## src/rtl/hls_ap_ctrl_pkg.sv

```systemverilog
// Shared types and constants for the HLS ap_ctrl_hs / ap_ctrl_chain initiator.
package hls_ap_ctrl_pkg;

   localparam int DEF_CNT_W = 32;
   localparam int DEF_DEPTH = 4;

   typedef enum logic [1:0] {
      IDLE  = 2'd0,
      RUN   = 2'd1,
      DRAIN = 2'd2,
      DONE  = 2'd3
   } drv_state_e;

   // Start-to-done latency. The subtraction wraps, so a counter that rolled over
   // between start and done still gives the right answer once the caller
   // truncates the result to its counter width (counters up to 64 bits).
   function automatic logic [63:0] lat_sub(input logic [63:0] now, input logic [63:0] ts);
      return now - ts;
   endfunction

endpackage

```

## src/rtl/hls_ts_fifo.sv

```systemverilog
// Start-timestamp FIFO for hls_ap_ctrl_driver. DEPTH x W, show-ahead head.
// A push and a pop in the same cycle while empty is a bypass: the pushed word
// appears on o_head in that cycle and the FIFO contents are left untouched.
module hls_ts_fifo
   import hls_ap_ctrl_pkg::*;
#(
   parameter int DEPTH = DEF_DEPTH,
   parameter int W     = DEF_CNT_W,
   localparam int AW   = (DEPTH > 1) ? $clog2(DEPTH) : 1
)(
   input  logic          clk,
   input  logic          rst_n,
   input  logic          i_clr,
   input  logic          i_push,
   input  logic          i_pop,
   input  logic [W-1:0]  i_din,
   output logic [W-1:0]  o_head,
   output logic          o_empty,
   output logic          o_full,
   output logic          o_bypass,
   output logic [AW:0]   o_count
);

   localparam logic [AW:0]   FULL_CNT = DEPTH[AW:0];
   localparam logic [AW-1:0] LAST_PTR = AW'(DEPTH - 1);

   logic [W-1:0]  r_mem [DEPTH];
   logic [AW-1:0] r_wr_ptr;
   logic [AW-1:0] r_rd_ptr;
   logic [AW:0]   r_count;
   logic          w_do_push;
   logic          w_do_pop;

   function automatic logic [AW-1:0] ptr_inc(input logic [AW-1:0] p);
      return (p == LAST_PTR) ? '0 : p + 1'b1;
   endfunction

   assign o_empty   = (r_count == '0);
   assign o_full    = (r_count == FULL_CNT);
   assign o_bypass  = i_push && i_pop && o_empty;
   assign w_do_push = i_push && !o_bypass && (!o_full || i_pop);
   assign w_do_pop  = i_pop && !o_bypass && !o_empty;
   assign o_head    = o_empty ? i_din : r_mem[r_rd_ptr];
   assign o_count   = r_count;

   // Pointer and occupancy bookkeeping; i_clr empties the FIFO for a new run.
   // NOTE: sequential state uses non-blocking (<=) so every flop samples pre-edge values.
   always_ff @(posedge clk or negedge rst_n) begin
      if (!rst_n) begin
         r_wr_ptr <= '0;
         r_rd_ptr <= '0;
         r_count  <= '0;
      end else if (i_clr) begin
         r_wr_ptr <= '0;
         r_rd_ptr <= '0;
         r_count  <= '0;
      end else begin
         if (w_do_push) r_wr_ptr <= ptr_inc(r_wr_ptr);
         if (w_do_pop)  r_rd_ptr <= ptr_inc(r_rd_ptr);
         if (w_do_push && !w_do_pop)      r_count <= r_count + 1'b1;
         else if (w_do_pop && !w_do_push) r_count <= r_count - 1'b1;
      end
   end

   // Timestamp storage.
   // NOTE: storage array is not reset; occupancy is tracked by r_count, so stale words are never read.
   always_ff @(posedge clk) begin
      if (w_do_push) r_mem[r_wr_ptr] <= i_din;
   end

endmodule

```

## src/rtl/hls_ap_ctrl_driver.sv

```systemverilog
// Block-level initiator for the HLS ap_ctrl_hs / ap_ctrl_chain handshake.
// Issues a programmed number of starts, keeps up to DEPTH in flight, and
// measures start-to-done latency per transaction.
// Optional: define HLS_AP_CTRL_DRV_STALL_EN to add cfg_stall, which holds
// ap_continue low for cfg_stall cycles after every completion.
module hls_ap_ctrl_driver
   import hls_ap_ctrl_pkg::*;
#(
   parameter int CNT_W = DEF_CNT_W,
   parameter int DEPTH = DEF_DEPTH
)(
   input  logic             ap_clk,
   input  logic             ap_rst_n,
   input  logic [CNT_W-1:0] cfg_num_txn,
`ifdef HLS_AP_CTRL_DRV_STALL_EN
   input  logic [7:0]       cfg_stall,
`endif
   input  logic             cmd_go,
   output logic             ap_start,
   input  logic             ap_ready,
   input  logic             ap_done,
   output logic             ap_continue,
   output logic             busy,
   output logic             finished,
   output logic [CNT_W-1:0] txn_started,
   output logic [CNT_W-1:0] txn_done,
   output logic [CNT_W-1:0] lat_last,
   output logic [CNT_W-1:0] lat_max,
   output logic             err_spurious
);

   localparam int          AW       = (DEPTH > 1) ? $clog2(DEPTH) : 1;
   localparam logic [AW:0] FULL_CNT = DEPTH[AW:0];

   drv_state_e       r_state;
   drv_state_e       w_state_nxt;
   logic             r_ap_start;
   logic             w_ap_start_nxt;
   logic [CNT_W-1:0] r_cycle;
   logic [CNT_W-1:0] r_num;
   logic [CNT_W-1:0] r_started;
   logic [CNT_W-1:0] r_done_cnt;
   logic [CNT_W-1:0] r_lat_last;
   logic [CNT_W-1:0] r_lat_max;
   logic             r_err;

   logic             w_idle_or_done;
   logic             w_active;
   logic             w_go;
   logic             w_accept;
   logic             w_handshake;
   logic             w_complete;
   logic             w_spurious;
   logic [CNT_W-1:0] w_started_nxt;
   logic [CNT_W-1:0] w_head;
   logic [CNT_W-1:0] w_lat;
   logic [AW:0]      w_count;
   logic [AW:0]      w_out_nxt;
   logic             w_fifo_empty;
   logic             w_bypass;
   logic             w_unused_full;

   assign w_idle_or_done = (r_state == IDLE) || (r_state == DONE);
   assign w_active       = (r_state == RUN) || (r_state == DRAIN);
   assign w_go           = cmd_go && w_idle_or_done;
   assign w_accept       = r_ap_start && ap_ready;
   assign w_handshake    = ap_done && ap_continue && w_active;
   // A done only counts if there is a timestamp for it, possibly the one being pushed now.
   assign w_complete     = w_handshake && (!w_fifo_empty || w_accept);
   assign w_spurious     = w_handshake && w_fifo_empty && !w_accept;
   assign w_started_nxt  = r_started + CNT_W'(w_accept);
   assign w_out_nxt      = w_count + (AW+1)'(w_accept) - (AW+1)'(w_complete);
   assign w_lat          = CNT_W'(lat_sub(64'(r_cycle), 64'(w_head)));

   hls_ts_fifo #(
      .DEPTH (DEPTH),
      .W     (CNT_W)
   ) u_ts_fifo (
      .clk      (ap_clk),
      .rst_n    (ap_rst_n),
      .i_clr    (w_go),
      .i_push   (w_accept),
      .i_pop    (w_complete),
      .i_din    (r_cycle),
      .o_head   (w_head),
      .o_empty  (w_fifo_empty),
      .o_full   (w_unused_full),
      .o_bypass (w_bypass),
      .o_count  (w_count)
   );

   // FIFO-full is already implied by the outstanding-count guard on ap_start,
   // and a bypass needs no special handling because o_head then carries the
   // current cycle, so both are intentionally left unused here.
   logic w_unused;
   assign w_unused = w_unused_full ^ w_bypass;

   // Free-running cycle counter, wraps modulo 2^CNT_W.
   always_ff @(posedge ap_clk or negedge ap_rst_n) begin
      if (!ap_rst_n) r_cycle <= '0;
      else           r_cycle <= r_cycle + 1'b1;
   end

   // Next state and next ap_start.
   // NOTE: every variable gets a default at the top of always_comb so no latch is inferred.
   always_comb begin
      w_state_nxt    = r_state;
      w_ap_start_nxt = 1'b0;
      case (r_state)
         IDLE, DONE: if (cmd_go) w_state_nxt = (cfg_num_txn == '0) ? DONE : RUN;
         RUN:        if (w_started_nxt == r_num) w_state_nxt = DRAIN;
         DRAIN:      if (w_count == '0) w_state_nxt = DONE;
         default:    w_state_nxt = IDLE;
      endcase
      if (w_go) begin
         // Counters and FIFO are being cleared, so only the count matters.
         w_ap_start_nxt = (cfg_num_txn != '0);
      end else begin
         w_ap_start_nxt = (w_state_nxt == RUN) && (w_started_nxt < r_num) &&
                          (w_out_nxt < FULL_CNT);
      end
   end

   // State register and registered ap_start; reset drops ap_start immediately.
   always_ff @(posedge ap_clk or negedge ap_rst_n) begin
      if (!ap_rst_n) begin
         r_state    <= IDLE;
         r_ap_start <= 1'b0;
      end else begin
         r_state    <= w_state_nxt;
         r_ap_start <= w_ap_start_nxt;
      end
   end

   // Transaction counters, latency statistics and the sticky spurious-done flag.
   always_ff @(posedge ap_clk or negedge ap_rst_n) begin
      if (!ap_rst_n) begin
         r_num      <= '0;
         r_started  <= '0;
         r_done_cnt <= '0;
         r_lat_last <= '0;
         r_lat_max  <= '0;
         r_err      <= 1'b0;
      end else if (w_go) begin
         r_num      <= cfg_num_txn;
         r_started  <= '0;
         r_done_cnt <= '0;
         r_lat_last <= '0;
         r_lat_max  <= '0;
         r_err      <= 1'b0;
      end else begin
         if (w_accept) r_started <= w_started_nxt;
         if (w_complete) begin
            r_done_cnt <= r_done_cnt + 1'b1;
            r_lat_last <= w_lat;
            if (w_lat > r_lat_max) r_lat_max <= w_lat;
         end
         if (w_spurious) r_err <= 1'b1;
      end
   end

`ifdef HLS_AP_CTRL_DRV_STALL_EN
   logic [7:0] r_stall_cfg;
   logic [7:0] r_stall_cnt;

   // Post-completion backpressure countdown; ap_continue stays low while non-zero.
   always_ff @(posedge ap_clk or negedge ap_rst_n) begin
      if (!ap_rst_n) begin
         r_stall_cfg <= '0;
         r_stall_cnt <= '0;
      end else if (w_go) begin
         r_stall_cfg <= cfg_stall;
         r_stall_cnt <= '0;
      end else if (w_complete) begin
         r_stall_cnt <= r_stall_cfg;
      end else if (r_stall_cnt != '0) begin
         r_stall_cnt <= r_stall_cnt - 1'b1;
      end
   end

   assign ap_continue = (r_state != IDLE) && (r_stall_cnt == '0);
`else
   assign ap_continue = (r_state != IDLE);
`endif

   assign ap_start     = r_ap_start;
   assign busy         = w_active;
   assign finished     = (r_state == DONE);
   assign txn_started  = r_started;
   assign txn_done     = r_done_cnt;
   assign lat_last     = r_lat_last;
   assign lat_max      = r_lat_max;
   assign err_spurious = r_err;

endmodule

```

## config.mk

```make
export PLATFORM = sky130hd
export DESIGN_NAME = hls_ap_ctrl_driver
export DESIGN_NICKNAME = d
export VERILOG_FILES = /design/src/rtl/hls_ap_ctrl_pkg.sv /design/src/rtl/hls_ts_fifo.sv /design/src/rtl/hls_ap_ctrl_driver.sv
export SDC_FILE = /design/constraint.sdc
export NUM_CORES = 1
export LEC_CHECK = 0
export CAP_MARGIN = 20
export CELL_PAD_IN_SITES_DETAIL_PLACEMENT = 0
export CELL_PAD_IN_SITES_GLOBAL_PLACEMENT = 2
export CORE_MARGIN = 5
export CORE_UTILIZATION = 39
export CTS_BUF_LIST = sky130_fd_sc_hd__clkbuf_8
export DETAILED_ROUTE_END_ITERATION = 6
export PLACE_DENSITY_LB_ADDON = 0.1
export SYNTH_ARGS = -nofsm -noshare
export SYNTH_HDL_FRONTEND = slang
export SYNTH_SLANG_ARGS = --single-unit
```

## constraint.sdc

```tcl
create_clock -name ap_clk -period 6.62 [get_ports ap_clk]
set_input_delay 1.986 -clock ap_clk [delete_from_list [all_inputs] [get_ports ap_clk]]
set_output_delay 1.986 -clock ap_clk [all_outputs]
set_load 0.01 [all_outputs]
```

======== Word-level counts from Yosys, hierarchy flattened ========
Memory sizes are Yosys's and may differ from the RTL's.
Index checks and enable logic that the tools add are counted.
word-level totals
  memory bits (read-only) ................. 0
  word-level logic and storage cells ...... 104
  latch bits .............................. 0
  bits in writable memories ............... 128
  bits in registers ....................... 203
  memories kept ........................... 1
memory list
  name             words  width  rd ports  clocked after Yosys merged registers in  write ports  line               source
  u_ts_fifo.r_mem  4      32     1         0                                        1            hls_ts_fifo.sv:27  logic [W-1:0] r_mem [DEPTH];
cells by class
  $mul .................................... 0
  equal/unequal tests ..................... 8
  reductions and logical operators ........ 41
  div/mod/pow operators ................... 0
  add/subtract/negate cells ............... 10
  bitwise gates (word level) .............. 0
  mux-type cells .......................... 29
  magnitude comparators ................... 3
  shift-type cells ........................ 0
operators by type and width
  cell                                                                    count
  32-bit two-way mux                                                      10
  32-bit by 1-bit adder with 32-bit output (second input constant)        2
  32-bit by 1-bit adder with 32-bit output                                1
  32-bit equality test                                                    1
  32-bit greater-than comparator                                          1
  32-bit logical NOT                                                      1
  32-bit < comparator                                                     1
  32-bit nonzero test                                                     1
  32-bit subtractor                                                       1
  2-bit two-way mux                                                       10
  1-bit logical AND                                                       17
  2-bit nonzero test                                                      7
  3-bit two-way mux                                                       3
  2-bit equality test (second input constant)                             4
  1-bit logical NOT                                                       6
  2-bit case mux with 3 select lines                                      1
  1-bit two-way mux                                                       5
  2-bit by 1-bit adder with 2-bit output (second input constant)          2
  2-bit by 1-bit equality test with 1-bit output (second input constant)  2
  1-bit logical OR                                                        4
  3-bit by 1-bit adder with 3-bit output                                  1
  3-bit by 1-bit adder with 3-bit output (second input constant)          1
  3-bit equality test (second input constant)                             1
  3-bit logical NOT                                                       1
  other kinds (7)                                                         7

======== Longest topological paths before layout ========
  depth in word-level cells ............... 14
  gate-level depth with buffers ........... 27
  depth with buffers taken out ............ 23

======== Modules after synthesis ========
From an unflattened synthesis, not the netlist that was laid out.
second synthesis, totals
  cell total of the unflattened synthesis .. 1693
  area total of the unflattened synthesis .. 18066.1 um2
modules (own cells, without submodules)
  module              cells each  instances  area an instance (um2)
  hls_ap_ctrl_driver  1431        1          12494.5
  hls_ts_fifo         262         1          5571.6

======== Worst setup path after synthesis ========
Ideal clock, no wire load.
  kind .................................... input to register
  from .................................... input ap_ready
  to ...................................... register r_ap_start (netlist: ap_start)
  setup slack ............................. 0.663 ns
  arrival time ............................ 5.825 ns
  setup time .............................. 0.132 ns
  cell stages on the path ................. 22
  cells stage by stage .................... nand2_1 -> clkinv_1 -> clkbuf_1 -> ha_1 -> ha_1 -> nand3_2 -> or3_1 -> buf_2 -> or2_4 -> nor4_4 -> nand3_2 -> nor2_1 -> xor2_1 -> ha_1 -> nand4_1 -> nor4_1 -> nand3_1 -> a21boi_0 -> nor2_1 -> a21oi_1 -> or3_1 -> o21ai_0
between the ends
  word-level cells in the longest chain between the ends .. 9
RTL lines
  what                                            line                       source
  start, declared                                 hls_ap_ctrl_driver.sv:20   input logic ap_ready,
  1-bit logical AND *                             hls_ap_ctrl_driver.sv:66   assign w_accept = r_ap_start && ap_ready;
  32-bit by 1-bit adder with 32-bit output        hls_ap_ctrl_driver.sv:71   assign w_started_nxt = r_started + CNT_W'(w_accept);
  32-bit equality test                            hls_ap_ctrl_driver.sv:111  RUN: if (w_started_nxt == r_num) w_state_nxt = DRAIN;
  2-bit two-way mux                               hls_ap_ctrl_driver.sv:111
  2-bit case mux with 3 select lines              hls_ap_ctrl_driver.sv:109  case (r_state)
  2-bit by 1-bit equality test with 1-bit output  hls_ap_ctrl_driver.sv:119  w_ap_start_nxt = (w_state_nxt == RUN) && (w_started_nxt < r_num) &&
  1-bit logical AND                               hls_ap_ctrl_driver.sv:119
  1-bit logical AND *                             hls_ap_ctrl_driver.sv:119
  1-bit two-way mux *                             hls_ap_ctrl_driver.sv:115  if (w_go) begin
  named net w_ap_start_nxt                        hls_ap_ctrl_driver.sv:38   logic w_ap_start_nxt;
  end signal, assigned                            hls_ap_ctrl_driver.sv:131  r_ap_start <= w_ap_start_nxt;
  end, declared                                   hls_ap_ctrl_driver.sv:37   logic r_ap_start;
Mark *: on every way through the listed nets, which the timed path passes. The rest lies on a longest branch.
A chain may end at the register's enable or synchronous reset.

======== Worst setup path after layout ========
  from .................................... register u_ts_fifo.r_rd_ptr[0]
  to ...................................... register r_lat_max[1] (netlist: lat_max[1])
between the ends
  word-level cells in the longest chain between the ends .. 6
RTL lines
  what                                                                        line                       source
  start, declared                                                             hls_ts_fifo.sv:29          logic [AW-1:0] r_rd_ptr;
  start signal, assigned                                                      hls_ts_fifo.sv:59          if (w_do_pop) r_rd_ptr <= ptr_inc(r_rd_ptr);
  memory read 4 x 32 bit *                                                    n/a
  32-bit two-way mux *                                                        hls_ts_fifo.sv:43          assign o_head = o_empty ? i_din : r_mem[r_rd_ptr];
  32-bit subtractor *                                                         hls_ap_ctrl_pkg.sv:18      return now - ts;
  32-bit greater-than comparator or 32-bit two-way mux (tied branches)        hls_ap_ctrl_driver.sv:156  if (w_lat > r_lat_max) r_lat_max <= w_lat;
  2-bit nonzero test (no source line) or 32-bit two-way mux (tied branches)   n/a
  2-bit AND reduction (no source line) or 32-bit two-way mux (tied branches)  n/a
  end signal, assigned                                                        hls_ap_ctrl_driver.sv:156
  end, declared                                                               hls_ap_ctrl_driver.sv:44   logic [CNT_W-1:0] r_lat_max;
Mark *: on every way between the ends. The rest lies on a longest branch, timed or not. The select of a mux whose other input is x is not followed.

==> impl_metrics.ini <==
[outcome]
status = completed

[routing]
vias = 12600
via_per_inst = 5.08
antenna_left = 0
drt-initial-drc-count = 735
firstDrtPassIters = 5
drc = 0
drt_wl_total_um = 46100
wl_per_cell_um = 18.6

[global_routing]
grt_use_total_pct = 18.6
grt_pass1_wl_um = 74200
antenna_found_initial = 0
grt_util_met1_pct = 25.6
busiest_layer = met2
grt_max_degree = 108
first_global_vias = 12900
met3_usage_pct = 3.34
use_met2_pct = 30.5
gr-total-overflow = 0

[clocking]
cts_sinks = 331
ctsHoldBuffers = 0
clk_latency_ns = 0.65
cts_buffer_depth = 3
cts_setup_buffers = 0
ctsResizeCount = 0
cts_root_buffer = clkbuf_8
cts_tree = done
cts_max_level = 2
clk_pin_slew_ns = 0.06
cts_made_buffers = 59

[critical_path]
critPathArrivalTime_ns = 6.38
crit_path_max_incr_delay_ns = 0.60
start_kind = flip-flop
critPathBufInv = 2
crit_fanout = 21
path_cells = buf_4, mux4_2, mux2i_1, ha_1, a21o_1, a21oi_1, a21oi_1, o2111ai_1, a21oi_1, or3_1, and2_1, ha_1, a21oi_1, o21ai_0, a2111oi_0, o221ai_1, and3_1, o31ai_4, buf_4, mux2i_1, nor2_1
cp_common_cell = a21oi_1
end_kind = flip-flop
critical_path.top_delay_family = compound AO/OA/AOI/OAI gates
crit_path_top_delay_cell = dfrtp_2
crit_required_ns = 7.10
critPathKind = reg2reg

[pwr]
leakage_uw = 0.00898
ir_worst_vdd_mv = 0.167
total_power_uw = 8180
pwr_density_cell_nw_per_um2 = 387

[floorplan]
dieWidth_um = 222
dieArea_um2 = 49200
design.core.area_um2 = 44300
pin_count = 170
dieHeight_um = 222
row_count = 77
initial_utilization_pct = 39.5

[synthesis]
synth_top_area_share_pct = 29.0
synth_edf_count = 128
syn_nets = 1800
synth_top_area_cell = dfrtp_1
synth-async-reset-ratio_pct = 61.3
ys_types = 58
synthTopCellsByArea = dfrtp_1 29%, edfxtp_1 22%, ha_1 8.1%
yosysWarningCount = 0
syn-instance-count = 1648
syn_area_per_cell_um2 = 10.6
synth_flop_cell = dfrtp_1
syn_area_um2 = 17500
synth-seq-cells = 331
synth-seq-area-share_pct = 51.0

[timing]
finClkSkew_ns = 0.0246
worst_pin_slew_ns = 1.05
period_share_pct = 89.1
rsz0062_at_grt = false
hold_viol_final = 0
max_freq_mhz = 170
finalSetupViolCount = 0
slew_headroom_pct = 29.8
fin_ws_ns = 0.725
fin_crit_ns = 5.90
tns_ns = 0
final_max_slew_viol_count = 0

[placement]
dp_slack_ns = 0.199
numPortBuffers = 169
dp.cells = 2372
gp_congestion = 0.829
hpwl_um = 33100

[finish]
drive_gt1_share_pct = 8.45
final_common_cell = nand2_1
fill_cells = 4160
area_delta_synth_final_pct = 20.7
nets = 1993
seqCellArea_um2 = 8920
final_cells = 2474
layout_common_cells = 222 x nand2_1, 202 x dfrtp_1, 168 x clkdlybuf4s50_1, 128 x edfxtp_1, 122 x a21oi_1
multi_input_area_um2 = 8010
antennaDiodeCount = 0

[hold_path]
worstHoldPathType = reg2reg

[run]
drv_cap = 0
-- report_power, final --
part / internal (uW) / total, uW / switching [uW]
Combinational: 1460 / 3630 / 2180
Clock: 1030 / 1900 / 870
Sequential: 2450 / 2640 / 196
-- Yosys cell counts (5+ instances only) --
cell / n
a211oi_1: 8
a21o_1: 34
a21oi_1: 122
a31oi_1: 5
and2_1: 13
and3_1: 25
and4_1: 9
buf_1: 7
buf_2: 6
clkbuf_1: 52
dfrtp_1: 203
edfxtp_1: 128
ha_1: 113
inv_1: 90
mux2i_1: 34
mux4_2: 32
nand2_1: 222
nand2b_1: 5
nand3_1: 63
nand4_1: 30
nor2_1: 114
nor2b_1: 5
nor3_1: 20
nor4_1: 12
o21ai_0: 84
or3_1: 21
xnor2_1: 75
xor2_1: 63
-- metal layers --
metal / wire length (um) / part of all wire, %
met1: 21300 / 46
met2: 21800 / 47
met3: 1890 / 4.1
met4: 1030 / 2.2
met5: 0 / 0
-- through the flow --
| stage | utilization [%] | cell area, um2 | hold slack (ns) |
|---|---|---|---|
| 3_3_place_gp | 45.0 | 20000 | 0.472 |
| 3_5_place_dp | 45.0 | 20000 | 0.470 |
| 5_1_grt | 47.7 | 21100 | 0.507 |
| 4_1_cts | 47.7 | 21100 | 0.487 |
| 2_1_floorplan | - | 17500 | 0.452 |
| 6_report | 47.7 | 21100 | 0.478 |
-- worst reg2reg max path: stages (launching register included) --
cell and delay [ns]:
dfrtp_2 0.60, buf_4 0.24, mux4_2 0.50, mux2i_1 0.20, ha_1 0.31, a21o_1 0.17, a21oi_1 0.26, a21oi_1 0.19
o2111ai_1 0.31, a21oi_1 0.13, or3_1 0.36, and2_1 0.18, ha_1 0.30, a21oi_1 0.14, o21ai_0 0.13, a2111oi_0 0.40
o221ai_1 0.24, and3_1 0.24, o31ai_4 0.23, buf_4 0.31, mux2i_1 0.23, nor2_1 0.06
-- flip-flops by register name, indices dropped and copies added, names as in the netlist --
name	count
txn_started	32
u_ts_fifo.r_mem	128
r_num	32
u_ts_fifo.o_count	3
lat_last	32
txn_done	32
ap_start	1
u_ts_fifo.r_rd_ptr	2
r_state	2
u_ts_fifo.r_wr_ptr	2
err_spurious	1
lat_max	32
r_cycle	32
-- path summary, 6_finish.rpt --
kind | start | endpoint | slack, ns | depth (start not counted)
max | u_ts_fifo.r_rd_ptr[0]$_DFFE_PN0P_ | lat_max[1]$_DFFE_PN0P_ | 0.72 | 21
min | r_num[0]$_DFFE_PN0P_ | r_num[0]$_DFFE_PN0P_ | 0.48 | 2
max reg2reg | u_ts_fifo.r_rd_ptr[0]$_DFFE_PN0P_ | lat_max[1]$_DFFE_PN0P_ | 0.72 | 21
min reg2reg | r_num[0]$_DFFE_PN0P_ | r_num[0]$_DFFE_PN0P_ | 0.48 | 2
max in group asynchronous | ap_rst_n | r_cycle[19]$_DFF_PN0_ | 4.19 | 2
min in group asynchronous | ap_rst_n | r_num[19]$_DFFE_PN0P_ | 1.35 | 1
-- final cells by class --
class / count / area share (%)
inverter: 92 / 1.63
timing repair buffer: 198 / 9.18
sequential: 331 / 42.3
clock inverter: 39 / 1.42
tap: 592 / 3.51
clock buffer: 63 / 4.11
multi-input combinational: 1159 / 37.9
-- kinds of logic after synthesis --
| kind of cell | count (synthesis) | synth area share, % |
|---|---|---|
| compound gates | 293 | 9.77 |
| xor+xnor | 138 | 6.91 |
| fa+ha+maj | 115 | 8.31 |
| mux | 66 | 6.06 |
| buf+inv | 158 | 3.44 |
| flops | 331 | 51.0 |
| simple gates | 547 | 14.5 |
Note: power is estimated with default switching activity, not from simulation.
